[config.mk]
export PLATFORM = sky130hd
export DESIGN_NAME = fetch_unit
export DESIGN_NICKNAME = d
export VERILOG_FILES = /design/src/rtl/fetch_unit.sv
export SDC_FILE = /design/constraint.sdc
export NUM_CORES = 1
export LEC_CHECK = 0
export BUFFER_PORTS_ARGS = -buffer_cell sky130_fd_sc_hd__buf_2
export CAP_MARGIN = 5
export CELL_PAD_IN_SITES_DETAIL_PLACEMENT = 2
export CELL_PAD_IN_SITES_GLOBAL_PLACEMENT = 2
export CORE_ASPECT_RATIO = 1.75
export CORE_UTILIZATION = 31
export DETAILED_ROUTE_END_ITERATION = 8
export PLACE_DENSITY_LB_ADDON = 0.1
export SYNTH_ARGS = -nofsm -noshare
export SYNTH_HDL_FRONTEND = slang
export SYNTH_SLANG_ARGS = --single-unit
[constraint.sdc]
create_clock -name clk -period 4.8 [get_ports clk]
set_clock_uncertainty 0.1 [all_clocks]
set_input_delay 0.48 -clock clk [delete_from_list [all_inputs] [get_ports clk]]
set_output_delay 0.48 -clock clk [all_outputs]
set_load 0.01 [all_outputs]
[src/rtl/fetch_unit.sv]
// Program-counter / instruction-register fetch stage for a 16-entry instruction memory.
// Advances sequentially, honours jump and stall requests, and stops on a HALT opcode.
module fetch_unit #(
  parameter int unsigned word_size   = 8,
  parameter int unsigned index_size  = 4,
  parameter logic [3:0]  halt_opcode = 4'b1111
) (
  input  logic                  clk,
  input  logic                  rst,
  input  logic [word_size-1:0]  ins_val,
  input  logic                  stall,
  input  logic                  jump_en,
  input  logic [index_size-1:0] jump_addr,
  output logic [index_size-1:0] prog_count,
  output logic [word_size-1:0]  ir_out,
  output logic                  ir_valid,
  output logic                  halted,
  output logic [7:0]            ins_count
);

  typedef enum logic {S_RUN, S_HALT} state_t;

  state_t                r_state, w_state_next;
  logic [index_size-1:0] r_pc, w_pc_next;
  logic [word_size-1:0]  r_ir, w_ir_next;
  logic                  r_valid, w_valid_next;
  logic                  r_halted, w_halted_next;
  logic [7:0]            r_count, w_count_next;

  logic                  w_is_halt;
  logic [7:0]            w_count_inc;
  logic [index_size-1:0] w_pc_inc;

  assign w_is_halt   = (ins_val[word_size-1 -: 4] == halt_opcode);
  assign w_count_inc = (r_count == 8'hFF) ? r_count : r_count + 8'd1;
  assign w_pc_inc    = r_pc + index_size'(1);

  always_ff @(posedge clk or posedge rst) begin
    if (rst) begin
      r_state  <= S_RUN;
      r_pc     <= '0;
      r_ir     <= '0;
      r_valid  <= 1'b0;
      r_halted <= 1'b0;
      r_count  <= 8'd0;
    end else begin
      r_state  <= w_state_next;
      r_pc     <= w_pc_next;
      r_ir     <= w_ir_next;
      r_valid  <= w_valid_next;
      r_halted <= w_halted_next;
      r_count  <= w_count_next;
    end
  end

  always_comb begin
    w_state_next  = r_state;
    w_pc_next     = r_pc;
    w_ir_next     = r_ir;
    w_valid_next  = r_valid;
    w_halted_next = r_halted;
    w_count_next  = r_count;
    case (r_state)
      S_RUN: begin
        // A jump beats a stall: the in-flight fetch is wrong-path and becomes a bubble.
        if (jump_en) begin
          w_pc_next    = jump_addr;
          w_valid_next = 1'b0;
        end else if (!stall) begin
          w_ir_next    = ins_val;
          w_valid_next = 1'b1;
          w_count_next = w_count_inc;
          if (w_is_halt) begin
            w_halted_next = 1'b1;
            w_state_next  = S_HALT;
          end else begin
            w_pc_next = w_pc_inc;
          end
        end
      end
      S_HALT: begin
        w_valid_next = 1'b0;
      end
      default: begin
        w_state_next = S_RUN;
      end
    endcase
  end

  assign prog_count = r_pc;
  assign ir_out     = r_ir;
  assign ir_valid   = r_valid;
  assign halted     = r_halted;
  assign ins_count  = r_count;

endmodule

==> results.sh, run 1 <==
export IMPL_status="finished clean"
export IMPL_core_area_um2=3590
export IMPL_setup_viol=0
export IMPL_sw_frac_of_total_pct=37.2
export IMPL_antenna_cells=0
export IMPL_grt_max_degree=24
export IMPL_slowest_delay_ns=0.69
export IMPL_hold_violations=0
export IMPL_overflow=0
export IMPL_ys_seq_area_share_pct=49.9
export IMPL_drt_wirelength_per_cell_um=15.5
export IMPL_vias=1015
export IMPL_max_cap_violations=0
export IMPL_synthTopCellsByArea="dfrtp_1 50%, nand2_1 9.8%, a41oi_1 2.3%"
export IMPL_crit_type="flip-flop to flip-flop"
export IMPL_fin_crit_sh_pct=41.4
export IMPL_cts_tree="done"
export IMPL_initial_core_util_pct=32.1
export IMPL_syn_avg_cell_area_um2=9.86
export IMPL_area_delta_synth_final_pct=21.5
export IMPL_min_period_ns=1.99
export IMPL_grt_most_used_layer="met2"
export IMPL_gr_usage_met3_pct=1.96
export IMPL_postCtsHoldBufs=0
export IMPL_setup_tns_final_ns=0
export IMPL_critPathLaunch="r_state"
export IMPL_tightestPinTransition_ns=0.896
export IMPL_nets=171
export IMPL_combPwrFrac_pct=31.5
export IMPL_htreeDepth=1
export IMPL_synth_area_leader_cell="dfrtp_1"
export IMPL_ioPinCount=38
export IMPL_die_h_um=82.7
export IMPL_antenna_found_initial=0
export IMPL_clockRootBuffer="clkbuf_8"
export IMPL_clk_latency_ns=0.26
export IMPL_crit_cells=3
export IMPL_rr_worst_depth=3
export IMPL_first_iter_violations=10
export IMPL_synth_cells=117
export IMPL_die_w_um=48.1
export IMPL_firstDrtPassIters=4
export IMPL_drc_errors=0
export IMPL_slew_violations=0
export IMPL_ir_drop_mv=0.204
export IMPL_met2_usage_pct=33.2
export IMPL_grt_util_met1_pct=19.0
export IMPL_crit_family="simple AND/OR/NAND/NOR gates"
export IMPL_syn_cell_area_um2=1150
export IMPL_grt_pass1_wl_mm=4.97
export IMPL_synth_edf_count=0
export IMPL_critPathBufInv=0
export IMPL_rsz0062_at_grt="false"
export IMPL_place_gp_congestion=0.732
export IMPL_num_fill_cells=425
export IMPL_critPathArrivalTime_ns=2.04
export IMPL_synth_seq_cells=23
export IMPL_yosys_cell_types_count=37
export IMPL_critPathCaptureType="flip-flop"
export IMPL_cp_required_ns=4.85
export IMPL_track_usage_pct=17.7
export IMPL_synth_common_cells="30 x nand2_1, 23 x dfrtp_1, 5 x a21oi_1"
export IMPL_ant_nets=0
export IMPL_crit_slowest_cell="nor3_2"
export IMPL_post_drt_via_cell_ratio=5.13
export IMPL_clkTransAtPathRegs_ns=0.08
export IMPL_switching_power_uw=233
export IMPL_cp_start_kind="flip-flop"
export IMPL_yosysMostFrequentCell="nand2_1"
export IMPL_min_path_type="input port to async pin"
export IMPL_row_count=29
export IMPL_ys_flop_type="dfrtp_1"
export IMPL_p_int_uw=395
export IMPL_grt_pass1_vias=1044
export IMPL_r2r_start="r_state"
export IMPL_syn_nets=135
export IMPL_synth_top_area_share_pct=49.9
export IMPL_cts_buffers=3
export IMPL_slew_headroom_pct=40.2
export IMPL_drive_gt1_share_pct=30.9
export IMPL_clock_path_buffers=2
export IMPL_portBuffers=37
export IMPL_leakage_nw=0.688
export IMPL_dieArea_um2=3980
export IMPL_numClockSinks=23
export IMPL_fmax_mhz=503
export IMPL_async_reset_ff_share_pct=100
export IMPL_critPathMaxFanout=15
export IMPL_drt_total_wl_mm=3.06
export IMPL_p_total_uw=628
export IMPL_yosys_warnings=0
export IMPL_cp_cell_sequence="nor3_2, o21ai_1, mux2_2"
export IMPL_cts_resized=0
export IMPL_postCtsSetupBuffers=0
export IMPL_power_share_clock_pct=18.9
export IMPL_p_per_area_nw_per_um2=448
export IMPL_dp_final_hpwl_mm=2.48
export IMPL_seq_power_share_pct=49.5
## through the flow
stage / cells / util (%) / setup slack, ns / cell area, µm² / hold WS, ns
after floorplan: 117 / - / 3.05 / 1150 / 0.382
after global placement: 194 / 37.8 / 2.64 / 1360 / 0.341
after detailed placement: 194 / 37.8 / 2.56 / 1360 / 0.356
after CTS: 198 / 39.0 / 2.78 / 1400 / 0.304
after global routing: 198 / 39.0 / 2.59 / 1400 / 0.309
final: 198 / 39.0 / 2.81 / 1400 / 0.303
## power by group through the flow
stage | combinational, mW | clock, mW | sequential [mW]
after CTS | 0.203 | 0.126 | 0.313
after global routing | 0.225 | 0.130 | 0.321
after detailed placement | 0.202 | 0 | 0.317
after global placement | 0.195 | 0 | 0.313
final | 0.198 | 0.119 | 0.311
after floorplan | 0.101 | 0 | 0.319
## worst paths after layout
kind                            slack (ns)            to
worst max-delay path                  2.81  ins_count[1]
worst min-delay path                  0.30  ins_count[0]
worst max register to register        2.81  ins_count[1]
worst min register to register        0.36        halted
max in group asynchronous             3.75     ir_out[3]
min in group clk                      0.31     ir_out[0]
## cell usage in the layout (no fill, tap or decap)
cell type,instances
o21ai_0,2
a2bb2oi_2,1
nor2_1,2
nor3_1,2
clkbuf_8,3
mux2_2,2
mux2_1,1
o311ai_1,1
nand3_1,3
nand2b_1,3
o311ai_0,1
nand2_1,30
ha_1,2
o31a_1,1
a21oi_1,5
nand4_1,2
a31oi_1,1
nor3_2,2
and4_1,3
o2bb2ai_1,2
inv_1,4
and2_1,2
xnor2_1,1
nor2_4,1
or3b_1,1
o21bai_1,1
or3_4,1
buf_2,37
clkbuf_1,1
a21o_1,3
nor4_1,1
dfrtp_1,23
a41oi_1,3
o21ai_1,1
and3_1,1
a211oi_1,1
nor3b_1,1
## layer usage
layer  part of all wire [%]  vias up
li1                       -      482
met2                     61       21
met1                     36      508
met5                      0        -
met3                    2.5        4
met4                    1.1        0
## kinds of logic (layout without fill, tap and decap cells)
kind of cell / Yosys count / after routing / synth area share, %
compound gates: 23 / 23 / 14.6
xor+xnor: 1 / 1 / 0.759
fa+ha+maj: 2 / 2 / 2.17
buf+inv: 10 / 45 / 4.77
flops: 23 / 23 / 49.9
mux: 3 / 3 / 2.93
simple gates: 55 / 55 / 24.8
## area by class of cell
type	count	area [µm²]	share of cell area (%)
Tap cell	46	57.6	4.11
Clock buffer	4	45.0	3.21
Timing Repair Buffer	37	185	13.2
Sequential cell	23	576	41.1
Inverter	4	15.0	1.07
Multi-Input combinational cell	84	523	37.3
## sequential cells by signal, indices dropped and copies added, names as in the netlist
signal	count
ins_count	8
ir_valid	1
ir_out	8
halted	1
prog_count	4
r_state	1
(Power assumes the default switching activity.)
==> run 2, diff against run 1 <==
--- a/config.mk
+++ b/config.mk
@@ -5,12 +5,13 @@
 export SDC_FILE = /design/constraint.sdc
 export NUM_CORES = 1
 export LEC_CHECK = 0
+export ABC_AREA = 1
 export BUFFER_PORTS_ARGS = -buffer_cell sky130_fd_sc_hd__buf_2
 export CAP_MARGIN = 5
 export CELL_PAD_IN_SITES_DETAIL_PLACEMENT = 2
 export CELL_PAD_IN_SITES_GLOBAL_PLACEMENT = 2
 export CORE_ASPECT_RATIO = 1.75
-export CORE_UTILIZATION = 31
+export CORE_UTILIZATION = 25
 export DETAILED_ROUTE_END_ITERATION = 8
 export PLACE_DENSITY_LB_ADDON = 0.1
 export SYNTH_ARGS = -nofsm -noshare
==> constraint.sdc (replaced) <==
create_clock -name clk -period 1.76 [get_ports clk]
set_clock_uncertainty 0.1 [all_clocks]
set_input_delay 0.176 -clock clk [delete_from_list [all_inputs] [get_ports clk]]
set_output_delay 0.176 -clock clk [all_outputs]
set_load 0.01 [all_outputs]
==> run 2 against run 1 <==
- design area up 6.4%
- sequential power up 70%
- sequential share of layout area down 2.5 points
- critical path depth up 3
- wire length up 9.3%
- critical endpoint is now ins_count[3]
- largest cell class unchanged
- largest power group unchanged
- highest routed layer unchanged
==> results.sh, run 2 <==
export IMPL_dp_slack_ns=0.306
export IMPL_clock_path_buffers=2
export IMPL_antenna_found_initial=0
export IMPL_critPathArrivalTime_ns=1.52
export IMPL_firstDrtPassIters=3
export IMPL_p_per_area_nw_per_um2=605
export IMPL_slew_violations=0
export IMPL_grt_pass1_vias=1240
export IMPL_leakage_nw=0.856
export IMPL_status="finished clean"
export IMPL_setup_viol=0
export IMPL_synth_area_leader_cell="dfrtp_1"
export IMPL_vias=1137
export IMPL_portBuffers=37
export IMPL_synth_cells=151
export IMPL_layout_setup_ws_ns=0.320
export IMPL_min_period_ns=1.44
export IMPL_dieArea_um2=5040
export IMPL_ys_flop_type="dfrtp_1"
export IMPL_setup_tns_final_ns=0
export IMPL_ant_nets=0
export IMPL_synth_top_area_share_pct=48.5
export IMPL_seq_area_um2=576
export IMPL_drc_errors=0
export IMPL_post_drt_via_cell_ratio=4.64
export IMPL_track_usage_pct=15.4
export IMPL_max_cap_violations=0
export IMPL_clk_latency_ns=0.26
export IMPL_die_w_um=54.1
export IMPL_rsz0062_at_grt="false"
export IMPL_postCtsHoldBufs=1
export IMPL_numClockSinks=23
export IMPL_tightestPinTransition_ns=0.312
export IMPL_row_count=32
export IMPL_dp_final_hpwl_mm=2.79
export IMPL_postCtsSetupBuffers=0
export IMPL_syn_avg_cell_area_um2=7.86
export IMPL_cts_tree="done"
export IMPL_place_area_um2=1440
export IMPL_ys_seq_area_share_pct=48.5
export IMPL_drt_total_wl_mm=3.35
export IMPL_synth_edf_count=0
export IMPL_slew_headroom_pct=79.2
export IMPL_cts_buffers=3
export IMPL_fin_area_um2=1490
export IMPL_critPathCaptureType="flip-flop"
export IMPL_ir_drop_mv=0.299
export IMPL_nets=213
export IMPL_multi_input_area_um2=537
export IMPL_final_common_cell="nand2_1"
export IMPL_yosys_cell_types_count=19
export IMPL_syn_cell_area_um2=1190
export IMPL_synth_common_cells="74 x nand2_1, 23 x dfrtp_1, 12 x inv_1"
export IMPL_synth_seq_cells=23
export IMPL_htreeDepth=1
export IMPL_clockRootBuffer="clkbuf_8"
export IMPL_crit_type="flip-flop to flip-flop"
export IMPL_initial_core_util_pct=26.5
export IMPL_die_h_um=93.2
export IMPL_p_total_uw=903
export IMPL_syn_nets=169
export IMPL_hold_violations=0
export IMPL_cp_required_ns=1.84
export IMPL_critPathMaxFanout=7
export IMPL_yosys_warnings=0
export IMPL_grt_max_degree=24
export IMPL_place_gp_congestion=0.738
export IMPL_min_path_type="input port to flip-flop"
export IMPL_cts_resized=0
export IMPL_fin_crit_sh_pct=81.8
export IMPL_antenna_cells=0
export IMPL_synthTopCellsByArea="dfrtp_1 48%, nand2_1 23%, inv_1 3.8%"
export IMPL_num_fill_cells=578
export IMPL_ioPinCount=38
export IMPL_drt_wirelength_per_cell_um=13.7
export IMPL_drive_gt1_share_pct=27.3
export IMPL_cp_start_kind="flip-flop"
export IMPL_fmax_mhz=695
export IMPL_clkTransAtPathRegs_ns=0.08
export IMPL_core_area_um2=4480
export IMPL_overflow=0
export IMPL_async_reset_ff_share_pct=100
export IMPL_area_delta_synth_final_pct=25.6
export IMPL_mostFrequentLayoutCells="74 x nand2_1, 37 x buf_2, 23 x dfrtp_1"
export IMPL_grt_pass1_wl_mm=5.69
export IMPL_first_iter_violations=7
export IMPL_yosysMostFrequentCell="nand2_1"
export IMPL_final_util_pct=33.3
## run 2: cell count changes after synthesis, moves of 3 or more
cell	change
nand2_1	+44
a41oi_1	-3
inv_1	+8
nand3_1	+5
a21o_1	-3
xor2_1	+3
nand2b_1	-3
o21ai_0	+3
and4_1	-3
a21oi_1	-5
## run 2: final timing paths
path                              start           end  slack, ns  cells after the start
setup / recovery           ins_count[0]  ins_count[3]       0.32                      6
hold / removal               ins_val[3]     ir_out[3]      0.006                      3
setup reg to reg           ins_count[0]  ins_count[3]       0.32                      6
hold reg to reg                 r_state        halted       0.36                      1
max in group asynchronous           rst  ins_count[2]       0.92                      4
min in group asynchronous           rst        halted       0.41                      4
## run 2: worst max-delay path: stages (launching register included)
cell and delay (ns):
dfrtp_1 0.41, ha_1 0.25, nand2_1 0.14, nor2_4 0.06, a21oi_4 0.23, nand2_1 0.09
o21ai_0 0.08
## run 2: area by class of cell
cell class	instances	area share, %
Clock buffer	4	3.02
Inverter	14	3.52
Multi-Input combinational cell	112	36.0
Sequential cell	23	38.6
Tap cell	51	4.28
Timing Repair Buffer	41	14.6
## run 2: cell families (layout without fill, tap and decap cells)
| kind of cell | after synthesis | after routing | share of synthesized area (%) |
|---|---|---|---|
| buffers and inverters | 16 | 59 | 6.32 |
| AOI/OAI and AO/OA | 7 | 7 | 4.11 |
| DFF | 23 | 23 | 48.5 |
| adders and majority gates | 2 | 2 | 2.11 |
| xor gates and xnor gates | 5 | 5 | 3.69 |
| and+or+nand+nor | 98 | 98 | 35.3 |
## run 2: stage by stage
stage / instances / hold slack, ns
after floorplan: 151 / 0.0779
after global placement: 240 / 0.139
after detailed placement: 240 / 0.145
after CTS: 245 / 0.00114
after global routing: 245 / 0.00640
final: 245 / 0.00607
## run 2: power by group
group	switching, mW	internal (mW)	total (mW)
Clock	0.165	0.161	0.326
Combinational	0.0283	0.0201	0.0483
Sequential	0.000115	0.528	0.528
## run 2: per-layer routing
| layer | part of all wire (%) | vias to the layer above | global-route usage [%] |
|---|---|---|---|
| met1 | 35 | 567 | 15.3 |
| met2 | 62 | 16 | 30.5 |
| li1 | - | 552 | - |
| met5 | 0 | - | 0 |
| met3 | 2.0 | 2 | 1.63 |
| met4 | 0.87 | 0 | 5.13 |
==> run 3, diff against run 2 <==
==> constraint.sdc (replaced) <==
create_clock -name clk -period 1.25 [get_ports clk]
set_clock_uncertainty 0.1 [all_clocks]
set_input_delay 0.125 -clock clk [delete_from_list [all_inputs] [get_ports clk]]
set_output_delay 0.125 -clock clk [all_outputs]
set_load 0.01 [all_outputs]
==> run 3 against run 2 <==
- worst hold slack got worse by 0.0062 ns
- non-clock buffer count increased by 17
- first-iteration DRC count up 29%
- power rose by 44%
- setup slack worse by 0.39 ns
- combinational power increased by 82%
- utilization grew 6.0 points
- sequential share of layout area is 5.8 points lower
- the run now ends with negative hold slack, negative setup slack left
- via count grew 6.9%
- global-route usage is 2.8 points higher
==> results.sh, run 3 (synthesized netlist as in run 2, its figures left out) <==
export IMPL_slew_violations=0
export IMPL_leakage_nw=0.991
export IMPL_clkTransAtPathRegs_ns=0.09
export IMPL_stdcell_count=262
export IMPL_drt_wirelength_per_cell_um=15.1
export IMPL_htreeDepth=1
export IMPL_antenna_cells=0
export IMPL_die_h_um=93.2
export IMPL_track_usage_pct=18.2
export IMPL_min_path_type="input port to flip-flop"
export IMPL_critPathCaptureType="flip-flop"
export IMPL_final_util_pct=39.3
export IMPL_rsz0062_at_grt="true"
export IMPL_clk_latency_ns=0.27
export IMPL_setup_viol=10
export IMPL_portBuffers=37
export IMPL_placedCellCount=251
export IMPL_core_area_um2=4480
export IMPL_row_count=32
export IMPL_hold_violations=1
export IMPL_grt_max_degree=24
export IMPL_overflow=0
export IMPL_mostFrequentLayoutCells="71 x nand2_1, 33 x buf_2, 22 x dfrtp_1"
export IMPL_critPathBufInv=0
export IMPL_min_from="ins_val[4]"
export IMPL_vias=1216
export IMPL_status="finished, violations left"
export IMPL_fin_area_um2=1760
export IMPL_nets=230
export IMPL_first_iter_violations=9
export IMPL_drive_gt1_share_pct=37.0
export IMPL_p_per_area_nw_per_um2=739
export IMPL_r2r_start="ins_count[0]"
export IMPL_fin_crit_sh_pct=106
export IMPL_cp_cell_sequence="ha_4, nand2_4, nor2_4, a21oi_4, nand2_1, o21ai_1"
export IMPL_initial_core_util_pct=26.5
export IMPL_max_cap_violations=0
export IMPL_min_period_ns=1.32
export IMPL_cts_tree="done"
export IMPL_ioPinCount=38
export IMPL_drt_total_wl_mm=3.96
export IMPL_crit_type="flip-flop to flip-flop"
export IMPL_critPathArrivalTime_ns=1.41
export IMPL_crit_family="flip-flops"
export IMPL_cts_buffers=3
export IMPL_grt_pass1_wl_mm=6.69
export IMPL_grt_pass1_vias=1457
export IMPL_antenna_found_initial=0
export IMPL_tightestPinTransition_ns=0.322
export IMPL_critPathMaxFanout=7
export IMPL_clockRootBuffer="clkbuf_8"
export IMPL_firstDrtPassIters=4
export IMPL_area_delta_synth_final_pct=48.4
export IMPL_place_area_um2=1530
export IMPL_clock_path_buffers=2
export IMPL_place_gp_congestion=0.735
export IMPL_dp_slack_ns=-0.120
export IMPL_post_drt_via_cell_ratio=4.64
export IMPL_cp_start_kind="flip-flop"
export IMPL_numClockSinks=23
export IMPL_slew_headroom_pct=78.5
export IMPL_ant_nets=0
export IMPL_die_w_um=54.1
export IMPL_num_fill_cells=533
export IMPL_layout_setup_ws_ns=-0.0742
export IMPL_dieArea_um2=5040
export IMPL_violations="negative hold slack, negative setup slack"
export IMPL_critPathLaunch="ins_count[0]"
export IMPL_fmax_mhz=755
export IMPL_crit_slowest_cell="dfrtp_1"
export IMPL_slowest_delay_ns=0.42
export IMPL_ir_drop_mv=0.407
export IMPL_dp_final_hpwl_mm=3.07
export IMPL_final_common_cell="nand2_1"
export IMPL_holdWs_ns=-0.000105
export IMPL_cp_required_ns=1.34
export IMPL_drc_errors=0
-- run 3: cell types whose count changed in the layout (fill, tap and decap cells not counted), moves of 2 or more --
cell,previous run,this run
nor2_4,2,4
buf_2,37,33
nor2_1,4,2
nand2_4,0,3
inv_2,2,5
inv_1,12,9
o21ai_1,0,2
dlygate4sd3_1,1,7
buf_6,0,4
o21ai_0,5,2
nand2_1,74,71
buf_4,3,13
-- run 3: path summary, 6_finish.rpt --
check	end	slack, ns	cells after the start
worst max register to register	ins_count[3]	-0.07	6
worst min-delay path	ir_out[4]	-0.0001	3
max in group asynchronous	ins_count[2]	0.44	4
min in group asynchronous	ins_count[1]	0.35	4
worst min register to register	halted	0.38	1
worst max-delay path	ins_count[3]	-0.07	6
-- run 3: final cells by class --
type                            count  area [µm²]  share of cell area, %
Clock buffer                        3        41.3                   2.34
Multi-Input combinational cell    112         632                   35.9
Sequential cell                    23         577                   32.7
Timing Repair Buffer               58         390                   22.2
Tap cell                           51        63.8                   3.62
Inverter                           14        52.6                   2.98
Clock inverter                      1        5.00                  0.284
-- run 3: report_power, final --
group | switching [mW] | internal (mW)
Sequential | 0.000198 | 0.744
Clock | 0.248 | 0.223
Combinational | 0.0457 | 0.0421
-- run 3: per-stage QoR --
stage	total power, mW	TNS [ns]
after floorplan	0.784	-0.169
after global placement	0.829	-0.163
after detailed placement	0.832	-1.05
after CTS	1.35	-0.632
after global routing	1.37	-1.33
final	1.30	-0.281
-- run 3: worst min-delay path, cell delays in order --
cell and delay [ns]:
buf_2 0.11, nand2_1 0.05, nand2_1 0.05
-- run 3: per-layer routing --
metal  vias up  track usage (%)  wire (µm)
met5         -                0          0
met3         4             1.63         73
met2        18             37.7       2500
li1        587                -          -
met1       607             17.1       1350
met4         0             5.13         38
-- run 3: repair_timing --
action / 4_1_cts / 5_1_grt
hold buffers: 8 / 0
pin swaps: 10 / 13
buffers inserted: 2 / 0
endpoints found under the setup margin: 16 / 23
resized for setup: 13 / 13
endpoints found under the hold margin: 30 / 0
